--- src/rtl/reaction_pkg.sv ---
// ----------------------------------------------------------------------------
// reaction_pkg
// Shared types and constants for the multi-round reaction timer:
//   - FSM state encoding
//   - 7-segment glyph codes understood by the display muxer
//   - LFSR seed / tap mask and step function
//   - 4-digit BCD incrementer used by the live reaction counter
// ----------------------------------------------------------------------------
package reaction_pkg;

    typedef enum logic [2:0] {
        IDLE,
        WAIT,
        REACT,
        SHOW,
        FAULT,
        SUMMARY
    } state_t;

    // Display codes above 9 are glyphs in the downstream muxer.
    localparam logic [3:0] GLYPH_H    = 4'd10;
    localparam logic [3:0] GLYPH_I    = 4'd11;
    localparam logic [3:0] GLYPH_DASH = 4'd12;
    localparam logic [3:0] GLYPH_E    = 4'd13;

    // 16-bit Fibonacci LFSR, taps 16,14,13,11 -> bits 15,13,12,10.
    localparam logic [15:0] LFSR_SEED = 16'h00FF;
    localparam logic [15:0] LFSR_TAPS = 16'hB400;

    localparam logic [13:0] BEST_NONE = 14'd16383;

    function automatic logic [15:0] lfsr_next(input logic [15:0] l);
        return {l[14:0], ^(l & LFSR_TAPS)};
    endfunction

    // Ripple-carry increment of four packed BCD digits (9999 wraps to 0000,
    // which never happens because the count saturates first).
    function automatic logic [15:0] bcd_inc(input logic [15:0] v);
        logic [15:0] r;
        logic        carry;
        r     = v;
        carry = 1'b1;
        for (int i = 0; i < 4; i++) begin
            if (carry) begin
                if (r[i*4 +: 4] == 4'd9) begin
                    r[i*4 +: 4] = 4'd0;
                end else begin
                    r[i*4 +: 4] = r[i*4 +: 4] + 4'd1;
                    carry       = 1'b0;
                end
            end
        end
        return r;
    endfunction

endpackage

--- src/rtl/bin2bcd_seq.sv ---
// ----------------------------------------------------------------------------
// bin2bcd_seq
// Iterative double-dabble: converts a 14-bit binary value into four packed
// BCD digits, one bit per clock (14 clocks after start_i).
// Ports:
//   clk, rst_n   clock / asynchronous active-low reset
//   start_i      one-cycle launch, samples bin_i
//   bin_i[13:0]  value to convert (expected <= 9999)
//   done_o       high from conversion end until the next start_i
//   bcd_o[15:0]  digits {thousands, hundreds, tens, ones}
// ----------------------------------------------------------------------------
module bin2bcd_seq (
    input  logic        clk,
    input  logic        rst_n,
    input  logic        start_i,
    input  logic [13:0] bin_i,
    output logic        done_o,
    output logic [15:0] bcd_o
);

    logic [13:0] bin_q;
    logic [15:0] bcd_q;
    logic [3:0]  cnt_q;
    logic        busy_q;
    logic        done_q;
    logic [15:0] adj;

    // Add-3 correction for every digit that is 5 or more before the shift.
    for (genvar gi = 0; gi < 4; gi++) begin : g_adj
        assign adj[gi*4 +: 4] = (bcd_q[gi*4 +: 4] >= 4'd5) ?
                                bcd_q[gi*4 +: 4] + 4'd3 : bcd_q[gi*4 +: 4];
    end

    always_ff @(posedge clk or negedge rst_n) begin
        if (!rst_n) begin
            bin_q  <= '0;
            bcd_q  <= '0;
            cnt_q  <= '0;
            busy_q <= 1'b0;
            done_q <= 1'b0;
        end else if (start_i) begin
            bin_q  <= bin_i;
            bcd_q  <= '0;
            cnt_q  <= 4'd14;
            busy_q <= 1'b1;
            done_q <= 1'b0;
        end else if (busy_q) begin
            {bcd_q, bin_q} <= {adj[14:0], bin_q, 1'b0};
            cnt_q          <= cnt_q - 4'd1;
            if (cnt_q == 4'd1) begin
                busy_q <= 1'b0;
                done_q <= 1'b1;
            end
        end
    end

    assign done_o = done_q;
    assign bcd_o  = bcd_q;

endmodule

--- src/rtl/reaction_timer_multi.sv ---
// ----------------------------------------------------------------------------
// reaction_timer_multi
// Multi-round reaction timer. Each round waits a pseudo-random delay, lights
// the lamp and counts ticks until stop is pressed (or the count saturates).
// Tracks best and average reaction over ROUNDS rounds.
// Ports:
//   clock, reset        clock / asynchronous active-low reset
//   start, stop         raw button levels (synchronised internally)
//   led                 stimulus lamp
//   digit3..digit0      display codes (0-9 BCD, 10=H, 11=I, 12=dash, 13=E)
//   round_idx           current round, 0-based
//   result_valid        one-cycle pulse when a round result is latched
//   false_start         one-cycle pulse on stop before the lamp
//   best_ticks          best reaction this session (16383 = none)
//   avg_ticks           session sum >> log2(ROUNDS), updated on SUMMARY entry
// ----------------------------------------------------------------------------
module reaction_timer_multi
    import reaction_pkg::*;
#(
    parameter int CLK_HZ          = 100000000,
    parameter int TICK_HZ         = 1000,
    parameter int MIN_DELAY_TICKS = 1000,
    parameter int RAND_BITS       = 12,
    parameter int ROUNDS          = 4,
    parameter int TIMEOUT_TICKS   = 9999
) (
    input  logic        clock,
    input  logic        reset,
    input  logic        start,
    input  logic        stop,
    output logic        led,
    output logic [3:0]  digit3,
    output logic [3:0]  digit2,
    output logic [3:0]  digit1,
    output logic [3:0]  digit0,
    output logic [3:0]  round_idx,
    output logic        result_valid,
    output logic        false_start,
    output logic [13:0] best_ticks,
    output logic [13:0] avg_ticks
);

    localparam int TICK_DIV = CLK_HZ / TICK_HZ;
    localparam int PW       = $clog2(TICK_DIV);
    localparam int LOG2R    = $clog2(ROUNDS);
    localparam int SUM_W    = 14 + LOG2R;
    localparam int DW       = $clog2(MIN_DELAY_TICKS + (1 << RAND_BITS));

    // ---------------- button synchronisers and edge detect ----------------
    logic [1:0] sync1_q, sync2_q, prev_q, btn_p;
    logic       start_p, stop_p;

    always_ff @(posedge clock or negedge reset) begin
        if (!reset) begin
            sync1_q <= '0;
            sync2_q <= '0;
            prev_q  <= '0;
        end else begin
            sync1_q <= {stop, start};
            sync2_q <= sync1_q;
            prev_q  <= sync2_q;
        end
    end

    assign btn_p   = sync2_q & ~prev_q;
    assign start_p = btn_p[0];
    assign stop_p  = btn_p[1];

    // ---------------- state and datapath registers ----------------
    state_t            state_q, state_d;
    logic [15:0]       lfsr_q;
    logic [PW-1:0]     presc_q, presc_d;
    logic [DW-1:0]     delay_q, delay_d;
    logic [13:0]       cnt_q, cnt_d;
    logic [15:0]       bcd_q, bcd_d;
    logic [3:0]        round_q, round_d;
    logic [SUM_W-1:0]  sum_q, sum_d;
    logic [13:0]       best_q, best_d;
    logic [13:0]       avg_q, avg_d;
    logic              rv_q, rv_d;
    logic              fs_q, fs_d;

    logic              tick;
    logic [DW-1:0]     new_delay;
    logic              conv_start;
    logic              conv_done;
    logic [15:0]       conv_bcd;

    assign tick      = (presc_q == PW'(TICK_DIV - 1));
    assign new_delay = DW'(MIN_DELAY_TICKS) + DW'(lfsr_q[RAND_BITS-1:0]);

    always_comb begin
        state_d    = state_q;
        presc_d    = tick ? '0 : presc_q + PW'(1);
        delay_d    = delay_q;
        cnt_d      = cnt_q;
        bcd_d      = bcd_q;
        round_d    = round_q;
        sum_d      = sum_q;
        best_d     = best_q;
        avg_d      = avg_q;
        rv_d       = 1'b0;
        fs_d       = 1'b0;
        conv_start = 1'b0;

        case (state_q)
            IDLE: begin
                if (start_p) begin
                    delay_d = new_delay;
                    round_d = '0;
                    sum_d   = '0;
                    best_d  = BEST_NONE;
                    state_d = WAIT;
                end
            end
            WAIT: begin
                // stop wins over a coincident tick, including the final one
                if (stop_p) begin
                    fs_d    = 1'b1;
                    state_d = FAULT;
                end else if (tick) begin
                    if (delay_q <= DW'(1)) begin
                        delay_d = '0;
                        cnt_d   = '0;
                        bcd_d   = '0;
                        state_d = REACT;
                    end else begin
                        delay_d = delay_q - DW'(1);
                    end
                end
            end
            REACT: begin
                if (stop_p || cnt_q == 14'(TIMEOUT_TICKS)) begin
                    rv_d    = 1'b1;
                    sum_d   = sum_q + SUM_W'(cnt_q);
                    best_d  = (cnt_q < best_q) ? cnt_q : best_q;
                    state_d = SHOW;
                end else if (tick) begin
                    cnt_d = cnt_q + 14'd1;
                    bcd_d = bcd_inc(bcd_q);
                end
            end
            SHOW: begin
                if (start_p) begin
                    if (round_q < 4'(ROUNDS - 1)) begin
                        round_d = round_q + 4'd1;
                        delay_d = new_delay;
                        state_d = WAIT;
                    end else begin
                        avg_d      = 14'(sum_q >> LOG2R);
                        conv_start = 1'b1;
                        state_d    = SUMMARY;
                    end
                end
            end
            FAULT: begin
                if (start_p) begin
                    delay_d = new_delay;
                    state_d = WAIT;
                end
            end
            SUMMARY: begin
                if (start_p) begin
                    state_d = IDLE;
                end
            end
            default: state_d = IDLE;
        endcase

        // Tick phase restarts on entry so the first tick is TICK_DIV clocks later.
        if ((state_d == WAIT || state_d == REACT) && state_d != state_q) begin
            presc_d = '0;
        end
    end

    always_ff @(posedge clock or negedge reset) begin
        if (!reset) begin
            state_q <= IDLE;
            lfsr_q  <= LFSR_SEED;
            presc_q <= '0;
            delay_q <= '0;
            cnt_q   <= '0;
            bcd_q   <= '0;
            round_q <= '0;
            sum_q   <= '0;
            best_q  <= BEST_NONE;
            avg_q   <= '0;
            rv_q    <= 1'b0;
            fs_q    <= 1'b0;
        end else begin
            state_q <= state_d;
            lfsr_q  <= lfsr_next(lfsr_q);
            presc_q <= presc_d;
            delay_q <= delay_d;
            cnt_q   <= cnt_d;
            bcd_q   <= bcd_d;
            round_q <= round_d;
            sum_q   <= sum_d;
            best_q  <= best_d;
            avg_q   <= avg_d;
            rv_q    <= rv_d;
            fs_q    <= fs_d;
        end
    end

    // Best value is already final when SHOW hands over to SUMMARY.
    bin2bcd_seq u_bin2bcd (
        .clk     (clock),
        .rst_n   (reset),
        .start_i (conv_start),
        .bin_i   (best_q),
        .done_o  (conv_done),
        .bcd_o   (conv_bcd)
    );

    // ---------------- outputs ----------------
    logic [15:0] disp;

    always_comb begin
        disp = {4{GLYPH_DASH}};
        case (state_q)
            IDLE:    disp = {GLYPH_DASH, GLYPH_H, GLYPH_I, GLYPH_DASH};
            WAIT:    disp = {4{GLYPH_DASH}};
            REACT,
            SHOW:    disp = bcd_q;
            FAULT:   disp = {GLYPH_E, GLYPH_DASH, GLYPH_DASH, GLYPH_DASH};
            SUMMARY: disp = conv_done ? conv_bcd : {4{GLYPH_DASH}};
            default: disp = {4{GLYPH_DASH}};
        endcase
    end

    // Decoded straight from state so the lamp drops with an asynchronous reset.
    assign led          = (state_q == REACT);
    assign {digit3, digit2, digit1, digit0} = disp;
    assign round_idx    = round_q;
    assign result_valid = rv_q;
    assign false_start  = fs_q;
    assign best_ticks   = best_q;
    assign avg_ticks    = avg_q;

endmodule

--- config.mk ---
export PLATFORM = sky130hd
export DESIGN_NAME = reaction_timer_multi
export DESIGN_NICKNAME = d
export VERILOG_FILES = /design/src/rtl/reaction_pkg.sv /design/src/rtl/bin2bcd_seq.sv /design/src/rtl/reaction_timer_multi.sv
export SDC_FILE = /design/constraint.sdc
export NUM_CORES = 1
export LEC_CHECK = 0
export CAP_MARGIN = 20
export CORE_MARGIN = 1.5
export CORE_UTILIZATION = 40
export CTS_CLUSTER_SIZE = 24
export DETAILED_ROUTE_END_ITERATION = 7
export SYNTH_ARGS = -nofsm -noshare
export SYNTH_HDL_FRONTEND = slang
export SYNTH_SLANG_ARGS = --single-unit
--- constraint.sdc ---
create_clock -name clock -period 3.2 [get_ports clock]
set_input_delay 0.48 -clock clock [delete_from_list [all_inputs] [get_ports clock]]
set_output_delay 0.48 -clock clock [all_outputs]
set_load 0.03 [all_outputs]
==> impl_metrics.tcl, run 1 <==
set metrics [dict create \
    post_cts_buffers 0 \
    die_height_um 155.3 \
    reg2reg_depth 9 \
    first_iter_violations 460 \
    critPathMaxStageDelay_ns 0.71 \
    drive_gt1_share_pct 8.801 \
    vias 7284 \
    p_leak_nw 4.957 \
    root_buffer "clkbuf_16" \
    die-area_mm2 0.02413 \
    area_growth_pct 16.50 \
    p_total_w 0.005376 \
    powerDensity_mw_per_mm2 497.1 \
    worst_pin_slew_ns 1.036 \
    outcome "complete, no violations" \
    cts_made_buffers 17 \
    hold_buffers 0 \
    antenna_cells 0 \
    crit_chain "nor2b_1 > nand3_2 > o21ai_0 > clkdlybuf4s50_1" \
    antenna_found_initial 0 \
    clockBufferDepth 2 \
    wire_per_inst_um 15.86 \
    synth_area_mm2 0.009281 \
    path_delay_family "buffers and inverters" \
    drv_slew 0 \
    rsz0062_at_grt "no" \
    die_x_um 155.3 \
    cp.arrival_ns 2.58 \
    tns_ns 0 \
    synth_edf_count 0 \
    gr-usage-all-layers_pct 19.04 \
    grt_first_pass_wirelength_um 36890 \
    fmax_ghz 0.3273 \
    synthArstFlopShare_pct 100.0 \
    fin_skew_ns 0.01135 \
    critPathBufInv 1 \
    crit_type "flop to primary output" \
    synth.avg_cell_area_um2 9.319 \
    reg2reg_to "sum_q[12]$_DFFE_PN0P_" \
    grt-ovfl-total 0 \
    clk_latency_ns 0.43 \
    ant_nets 0 \
    viasPerCell 5.384 \
    cts.sinks 171 \
    grt_start_max_net_pins 67 \
    worst_path_max_delay_cell "clkdlybuf4s50_1" \
    htreeDepth 4 \
    rows 55 \
    r2r-start "cnt_q[0]$_DFFE_PN0P_" \
    yosysWarnings 0 \
    setup_violations 0 \
    slew_headroom_pct 30.70 \
    tritoncts "built" \
    path_max_fanout 14 \
    grt_pass1_vias 7226 \
    finalCriticalPeriod_ns 3.056 \
    nNetsFinal 1111 \
    yosys_register_bits 171 \
    hold_class "primary input to async pin" \
    start_kind "flop" \
    placed_area_mm2 0.01022 \
    cts-resized-gates 1 \
    dp_hpwl_um 15290 \
    r2r_slack_ns 0.51 \
    ys_seq_area_share_pct 46.40 \
    cp.required_ns 2.72 \
    finalHoldViolCount 0 \
    ir_worst_vdd_mv 0.3194 \
    end_kind "primary output" \
    port_buffers 54 \
    final_core_util_pct 47.61 \
    timing.hold.ws_ns 0.02212 \
    path_clk_slew_ns 0.06 \
    syn-num-nets 1052 \
    routabilityCongestion 0.8072 \
    initial_core_util_pct 40.87 \
    synth_ff_type "dfrtp_1" \
    drv_cap 0 \
    drt-pass1-iter-count 5 \
    post-route-period-util_pct 95.48 \
    postRouteWirelength_um 21460 \
    core_area_mm2 0.02271 \
    drc 0 \
    io_pins 55 \
    syn_inst 996 \
    finalInstanceArea_mm2 0.01081 \
    synth.distinct_cells 66 \
]
-- logic make-up (layout without fill, tap and decap cells) --
logic type | Yosys count | in the layout | synth area share, %
XOR/XNOR | 45 | 45 | 4.246
AO/OA/AOI/OAI | 231 | 231 | 15.25
adder cells (fa/ha/maj) | 52 | 52 | 7.091
AND/OR/NAND/NOR | 382 | 382 | 19.51
multiplexers | 39 | 39 | 4.219
flip-flops | 171 | 171 | 46.40
buffers and inverters | 76 | 148 | 3.289
-- worst register-to-register path, cell delays in order, from the launching register on --
cell and delay (ns):
dfrtp_1 0.46, ha_1 0.28, fa_1 0.41, a21oi_1 0.21
nand4b_1 0.17, a21oi_1 0.11, o41ai_1 0.49, buf_4 0.22
xor2_1 0.14, o21ai_0 0.09
-- metrics by stage --
step                      setup WS [ns]  instances
after floorplan                  0.8091        996
after global placement           0.5262       1321
final                            0.1445       1353
after detailed placement         0.4631       1321
after CTS                        0.1083       1353
after global routing          0.0005584       1353
-- per-layer routing --
layer / share of wire, % / routed length, µm / GRT usage [%] / vias up
li1: - / - / - / 3649
met1: 51 / 11050 / 27.87 / 3499
met2: 44 / 9493 / 29.04 / 117
met3: 3.1 / 661 / 3.482 / 19
met4: 1.2 / 252 / 4.807 / 0
met5: 0 / 0 / 0 / -
-- synth_stat cells (all sizes together), types with 8 or more instances --
library cell,count,area [µm²]
xor2,22,192.7
nand3,49,245.2
buf,8,50.05
nor2,92,345.3
mux2i,38,380.4
or4,12,93.84
nand4,8,50.05
inv,37,138.9
xnor2,23,201.4
o31ai,13,97.59
clkbuf,30,112.6
or3,10,62.56
dfstp,22,578.1
and3,8,55.05
a211oi,8,60.06
ha,51,638.1
dfrtp,149,3729
nor3,11,55.05
nand2b,16,100.1
o22ai,12,75.07
o21ai,91,459.2
nand2,136,510.5
a21oi,48,240.2
a22o,12,105.1
-- layout by cell type, fill, tap and decap left out, types with 6 or more instances in the layout --
cell             Yosys  routed
dfrtp_1            149     148
nand2_1            136     136
nor2_1              92      91
o21ai_0             87      87
clkdlybuf4s50_1      0      53
ha_1                51      51
nand3_1             49      48
a21oi_1             48      48
mux2i_1             38      38
inv_1               36      36
xnor2_1             23      23
buf_4                0      23
xor2_1              22      22
dfstp_2             22      22
clkbuf_16            0      17
nand2b_1            16      16
o31ai_1             13      13
o22ai_1             12      12
a22o_1              12      12
or4_1               11      11
nor3_1              11      10
or3_1               10      10
nand4_1              8       8
a211oi_1             8       8
nor2b_1              7       7
and2_1               7       7
and3_1               7       7
o21bai_1             6       6
-- state kept, by name (all words and copies together), names as in the netlist --
| signal | cells |
|---|---|
| avg_ticks | 14 |
| bcd_q | 16 |
| best_ticks | 14 |
| cnt_q | 14 |
| delay_q | 13 |
| false_start | 1 |
| lfsr_q | 16 |
| presc_q | 17 |
| prev_q | 2 |
| result_valid | 1 |
| round_idx | 4 |
| state_q | 3 |
| sum_q | 16 |
| sync1_q | 2 |
| sync2_q | 2 |
| u_bin2bcd.bcd_o | 16 |
| u_bin2bcd.bin_q | 14 |
| u_bin2bcd.busy_q | 1 |
| u_bin2bcd.cnt_q | 4 |
| u_bin2bcd.done_o | 1 |
-- final cells by class --
type / instances / area, µm²
repair buffers: 78 / 734.5
fillers: 2202 / 11900
clock buffers: 24 / 501.7
well taps: 285 / 356.6
flip-flops and latches: 171 / 4308
inverters: 38 / 142.6
clock inverters: 8 / 83.83
multi-input cells: 749 / 4686
-- how the worst max path moves through the flow --
| stage | from | endpoint | slack, ns | depth (start not counted) |
|---|---|---|---|---|
| 6_report | state_q[2]$_DFF_PN0_ | digit2[0] | 0.14 | 4 |
| 5_1_grt | state_q[2]$_DFF_PN0_ | digit2[0] | 0.0006 | 4 |
| 2_1_floorplan | round_idx[0]$_DFFE_PN0P_ | delay_q[3]$_DFFE_PN0P_ | 0.81 | 8 |
| 3_3_place_gp | state_q[2]$_DFF_PN0_ | digit2[0] | 0.53 | 4 |
| 3_5_place_dp | state_q[2]$_DFF_PN0_ | digit2[0] | 0.46 | 4 |
| 4_1_cts | state_q[1]$_DFF_PN0_ | digit2[0] | 0.11 | 5 |
-- power by group --
group          total (W)  leakage (nW)  switching, W  internal, W
Combinational   0.000875          2.41      0.000531     0.000344
Sequential       0.00244          2.27      0.000166      0.00228
Clock            0.00206         0.279      0.000875      0.00118
No activity file was read; power rests on OpenSTA's default activity.
==> run 2, diff against run 1 <==
==> constraint.sdc (replaced) <==
create_clock -name clock -period 3.55 [get_ports clock]
set_input_delay 0.5325 -clock clock [delete_from_list [all_inputs] [get_ports clock]]
set_output_delay 0.5325 -clock clock [all_outputs]
set_load 0.03 [all_outputs]
==> run 2 against run 1 <==
Compared with the run above:
- highest routed layer unchanged
- first-iteration DRC count decreased by 6.1%
- clock power decreased by 14%
- worst setup slack improved by 0.22 ns
- largest cell class unchanged
- critical path depth unchanged
- sequential share of layout area increased by 0.35 points
- flip-flop and latch count unchanged
- critical endpoint unchanged
- non-clock buffer count decreased by 9
- global-route usage increased by 0.14 points
==> impl_metrics.tcl, run 2 (synthesis results as in run 1) <==
set metrics [dict create \
    drv_slew 0 \
    crit_chain "nor2b_1 > nand3_1 > o21ai_0 > clkdlybuf4s50_1" \
    routabilityCongestion 0.8384 \
    worst_path_max_delay_cell "clkdlybuf4s50_1" \
    vias 7297 \
    cp.required_ns 3.02 \
    powerDensity_mw_per_mm2 445.5 \
    post_cts_buffers 0 \
    wire_per_inst_um 16.14 \
    layout_commonest_cell "dfrtp_1" \
    place_ws_ns 0.6160 \
    crit_end "digit2[0]" \
    tns_ns 0 \
    finalCriticalPeriod_ns 3.186 \
    worst_slack_ns 0.3639 \
    grt_start_max_net_pins 70 \
    fin_skew_ns 0.01013 \
    r2r_slack_ns 0.63 \
    final_cells 1344 \
    path_max_fanout 14 \
    critPathBufInv 1 \
    postRouteWirelength_um 21700 \
    tritoncts "built" \
    clk_latency_ns 0.43 \
    initial_core_util_pct 40.87 \
    start_kind "flop" \
    cts_made_buffers 17 \
    die_x_um 155.3 \
    worst_pin_slew_ns 0.9746 \
    hold_buffers 0 \
    dp_hpwl_um 15310 \
    drv_cap 0 \
    antenna_found_initial 0 \
    first_iter_violations 432 \
    nNetsFinal 1102 \
    crit_cells 4 \
    core_area_mm2 0.02271 \
    cp-startpoint "state_q[2]$_DFF_PN0_" \
    grt_first_pass_wirelength_um 37000 \
    setup_violations 0 \
    drive_gt1_share_pct 7.743 \
    ant_nets 0 \
    root_buffer "clkbuf_16" \
    area_growth_pct 15.48 \
    reg2reg_depth 7 \
    port_buffers 54 \
    drc 0 \
    final_cell_mix "dfrtp_1, nand2_1, nor2_1" \
    viasPerCell 5.429 \
    outcome "complete, no violations" \
    io_pins 55 \
    post-route-period-util_pct 89.75 \
    antenna_cells 0 \
    hold_class "primary input to async pin" \
    nFillCells 2181 \
    rows 55 \
    ir_worst_vdd_mv 0.2727 \
    path_clk_slew_ns 0.07 \
    finalHoldViolCount 0 \
    reg2reg_to "cnt_q[13]$_DFFE_PN0P_" \
    drt-pass1-iter-count 4 \
    cts.sinks 171 \
    p_leak_nw 4.910 \
    slew_headroom_pct 34.83 \
    critPathMaxStageDelay_ns 0.72 \
    fmax_ghz 0.3139 \
    cts-resized-gates 0 \
    largest_reg_flops 17 \
    cp.arrival_ns 2.65 \
    htreeDepth 4 \
    crit_type "flop to primary output" \
    grt_pass1_vias 7111 \
    grt-ovfl-total 0 \
    die-area_mm2 0.02413 \
    path_delay_family "buffers and inverters" \
    largest_register "presc_q" \
    gr-usage-all-layers_pct 19.17 \
    rsz0062_at_grt "no" \
    clockBufferDepth 2 \
    end_kind "primary output" \
    r2r-start "cnt_q[6]$_DFFE_PN0P_" \
    dp.cells 1312 \
    die_height_um 155.3 \
]
## run 2: cell count changes in the layout (fill, tap and decap cells not counted), sizes merged
cell	delta
buf	-9
clkbuf	-4
clkinv	+4
clkinvlp	-2
inv	+2
## run 2: where the power goes
part / switching [W] / internal [W]
registers: 0.000140 / 0.00205
clock network: 0.000808 / 0.000977
logic: 0.000490 / 0.000307
## run 2: layout make-up
class                           count  area, µm²  area share [%]
Multi-Input combinational cell    749       4678           43.65
Clock inverter                     12      116.4           1.086
Sequential cell                   171       4308           40.19
Inverter                           38      142.6           1.331
Clock buffer                       20      436.7           4.074
Tap cell                          285      356.6           3.327
Timing Repair Buffer               69      679.4           6.339
## run 2: metrics by stage
step / cell area [µm²] / util, % / hold slack, ns / power [W]
global route: 10720 / 47.20 / 0.1570 / 0.005016
global placement: 10160 / 44.76 / 0.3350 / 0.003015
CTS: 10720 / 47.20 / 0.1297 / 0.004824
finish: 10720 / 47.20 / 0.09327 / 0.004775
detailed placement: 10160 / 44.76 / 0.3393 / 0.003022
floorplan: 9281 / - / 0.2369 / 0.002723
## run 2: worst register-to-register path: cells and delay by family (launching register included)
family	cells	cell delay, ns
DFF	1	0.47
and+or+nand+nor	4	1.44
buffers and inverters	1	0.31
AOI/OAI and AO/OA	2	0.55
## run 2: how the worst min path moves through the flow
stage | to | slack (ns) | depth (start not counted)
6_report | lfsr_q[12]$_DFF_PN0_ | 0.09 | 1
5_1_grt | lfsr_q[12]$_DFF_PN0_ | 0.16 | 1
4_1_cts | lfsr_q[12]$_DFF_PN0_ | 0.13 | 1
3_5_place_dp | sync2_q[1]$_DFF_PN0_ | 0.34 | 0
3_3_place_gp | sync2_q[0]$_DFF_PN0_ | 0.34 | 0
2_1_floorplan | avg_ticks[0]$_DFFE_PN0P_ | 0.24 | 0
## run 2: metal layers
metal | wire [µm] | track usage (%) | part of all wire [%]
met3 | 842 | 3.733 | 3.9
met5 | 0 | 0 | 0
met2 | 9695 | 29.36 | 45
met1 | 10890 | 27.45 | 50
met4 | 273 | 5.760 | 1.3
==> run 3, diff against run 2 <==
--- a/config.mk
+++ b/config.mk
@@ -8,6 +8,7 @@
 export CAP_MARGIN = 20
 export CORE_MARGIN = 1.5
 export CORE_UTILIZATION = 40
+export CTS_BUF_LIST = sky130_fd_sc_hd__clkbuf_4
 export CTS_CLUSTER_SIZE = 24
 export DETAILED_ROUTE_END_ITERATION = 7
 export SYNTH_ARGS = -nofsm -noshare
==> run 3 against run 2 <==
Compared with the run above:
- global-route usage shrank 0.19 points
- utilization shrank 1.2 points
- die area is the same
- flip-flop and latch count is the same
- combinational power is essentially flat
- worst setup slack lost 0.032 ns
- cell area shrank 2.5%
- via count shrank 0.49%
- critical path depth is the same
- critical endpoint is now digit0[0]
- largest cell class unchanged
- highest routed layer unchanged
==> impl_metrics.tcl, run 3 (synthesis results as in run 1) <==
set metrics [dict create \
    path_clk_slew_ns 0.15 \
    hold_class "flop to flop" \
    die_x_um 155.3 \
    grt_pass1_vias 7043 \
    drt-pass1-iter-count 5 \
    grt-ovfl-total 0 \
    antenna_found_initial 1 \
    setup_violations 0 \
    layout_commonest_cell "dfrtp_1" \
    drc 0 \
    cts_made_buffers 17 \
    vias 7261 \
    drv_slew 0 \
    tns_ns 0 \
    io_pins 55 \
    nFillCells 2217 \
    cp.required_ns 3.02 \
    first_iter_violations 456 \
    rsz0062_at_grt "no" \
    finalHoldViolCount 0 \
    nNetsFinal 1103 \
    path_delay_family "buffers and inverters" \
    clockBufferDepth 2 \
    port_buffers 54 \
    ant_nets 0 \
    largest_reg_flops 17 \
    wire_per_inst_um 16.00 \
    cts.sinks 171 \
    grt_first_pass_wirelength_um 36770 \
    worst_pin_slew_ns 0.9720 \
    dp_hpwl_um 15310 \
    final_cell_mix "dfrtp_1, nand2_1, nor2_1" \
    critPathBufInv 1 \
    ir_worst_vdd_mv 0.2146 \
    outcome "complete, no violations" \
    tritoncts "built" \
    dp.cells 1312 \
    fmax_ghz 0.3107 \
    post_cts_buffers 0 \
    crit_type "flop to primary output" \
    core_area_mm2 0.02271 \
    start_kind "flop" \
    drv_cap 0 \
    path_max_fanout 14 \
    place_ws_ns 0.6160 \
    htreeDepth 4 \
    p_total_w 0.004077 \
    clk_latency_ns 0.55 \
    gr-usage-all-layers_pct 18.98 \
    rows 55 \
    area_growth_pct 12.60 \
    end_kind "primary output" \
    slew_headroom_pct 35.01 \
    initial_core_util_pct 40.87 \
    drive_gt1_share_pct 8.208 \
    viasPerCell 5.395 \
    critPathMaxStageDelay_ns 0.71 \
    cp.arrival_ns 2.69 \
    finalInstanceArea_mm2 0.01045 \
    final_cells 1346 \
    grt_start_max_net_pins 70 \
    fin_skew_ns 0.02154 \
    routabilityCongestion 0.8384 \
    p_leak_nw 4.793 \
    worst_path_max_delay_cell "clkdlybuf4s50_1" \
    finalCriticalPeriod_ns 3.218 \
    worst_slack_ns 0.3316 \
    largest_register "presc_q" \
    root_buffer "clkbuf_4" \
    crit_chain "nor2b_1 > nand3_2 > o21ai_0 > clkdlybuf4s50_1" \
    multi_input_area_mm2 0.004686 \
    placed_area_mm2 0.01016 \
    post-route-period-util_pct 90.66 \
    postRouteWirelength_um 21540 \
    powerDensity_mw_per_mm2 390.1 \
    final-seq-area_mm2 0.004308 \
    die_height_um 155.3 \
    die-area_mm2 0.02413 \
]
==> run 3: cell count changes in the layout (fill, tap and decap cells not counted), sizes merged <==
cell / delta
diode: +1
dlygate4sd3: +1
==> run 3: final cells by class <==
class	instances	share of cell area, %
well taps	285	3.412
flip-flops and latches	171	41.22
multi-input cells	749	44.83
clock inverters	12	1.113
repair buffers	70	6.596
diodes	1	0.02394
clock buffers	20	1.437
inverters	38	1.365
==> run 3: power breakdown <==
part,switching (W),internal [W]
Combinational,0.000487,0.000307
Clock,0.000706,0.000383
Sequential,0.000143,0.00205
==> run 3: final timing paths <==
check	startpoint	endpoint	slack, ns	depth (start not counted)
setup / recovery	state_q[2]$_DFF_PN0_	digit0[0]	0.33	4
hold / removal	lfsr_q[2]$_DFF_PN1_	lfsr_q[3]$_DFF_PN1_	0.37	0
setup reg to reg	cnt_q[6]$_DFFE_PN0P_	cnt_q[12]$_DFFE_PN0P_	0.61	7
hold reg to reg	lfsr_q[2]$_DFF_PN1_	lfsr_q[3]$_DFF_PN1_	0.37	0
max in group asynchronous	reset	best_ticks[4]$_DFFE_PN1P_	2.18	3
min in group asynchronous	reset	lfsr_q[12]$_DFF_PN0_	0.54	2
==> run 3: repair_timing <==
item / in CTS / in global routing
setup endpoints to repair: 0 / 3
resized for setup: 0 / 2
hold buffers: 1 / 0
endpoints found under the hold margin: 49 / 0
==> run 3: layer usage <==
metal	wire [µm]	GRT usage, %
met5	0	0
met3	825	3.955
met1	10840	27.46
met2	9683	29.27
met4	190	4.082
==> run 3: metrics by stage <==
step                hold slack [ns]  utilization, %
floorplan                    0.2369               -
global placement             0.3350           44.76
detailed placement           0.3393           44.76
CTS                          0.3614           45.98
global route                 0.3594           46.02
finish                       0.3651           46.02
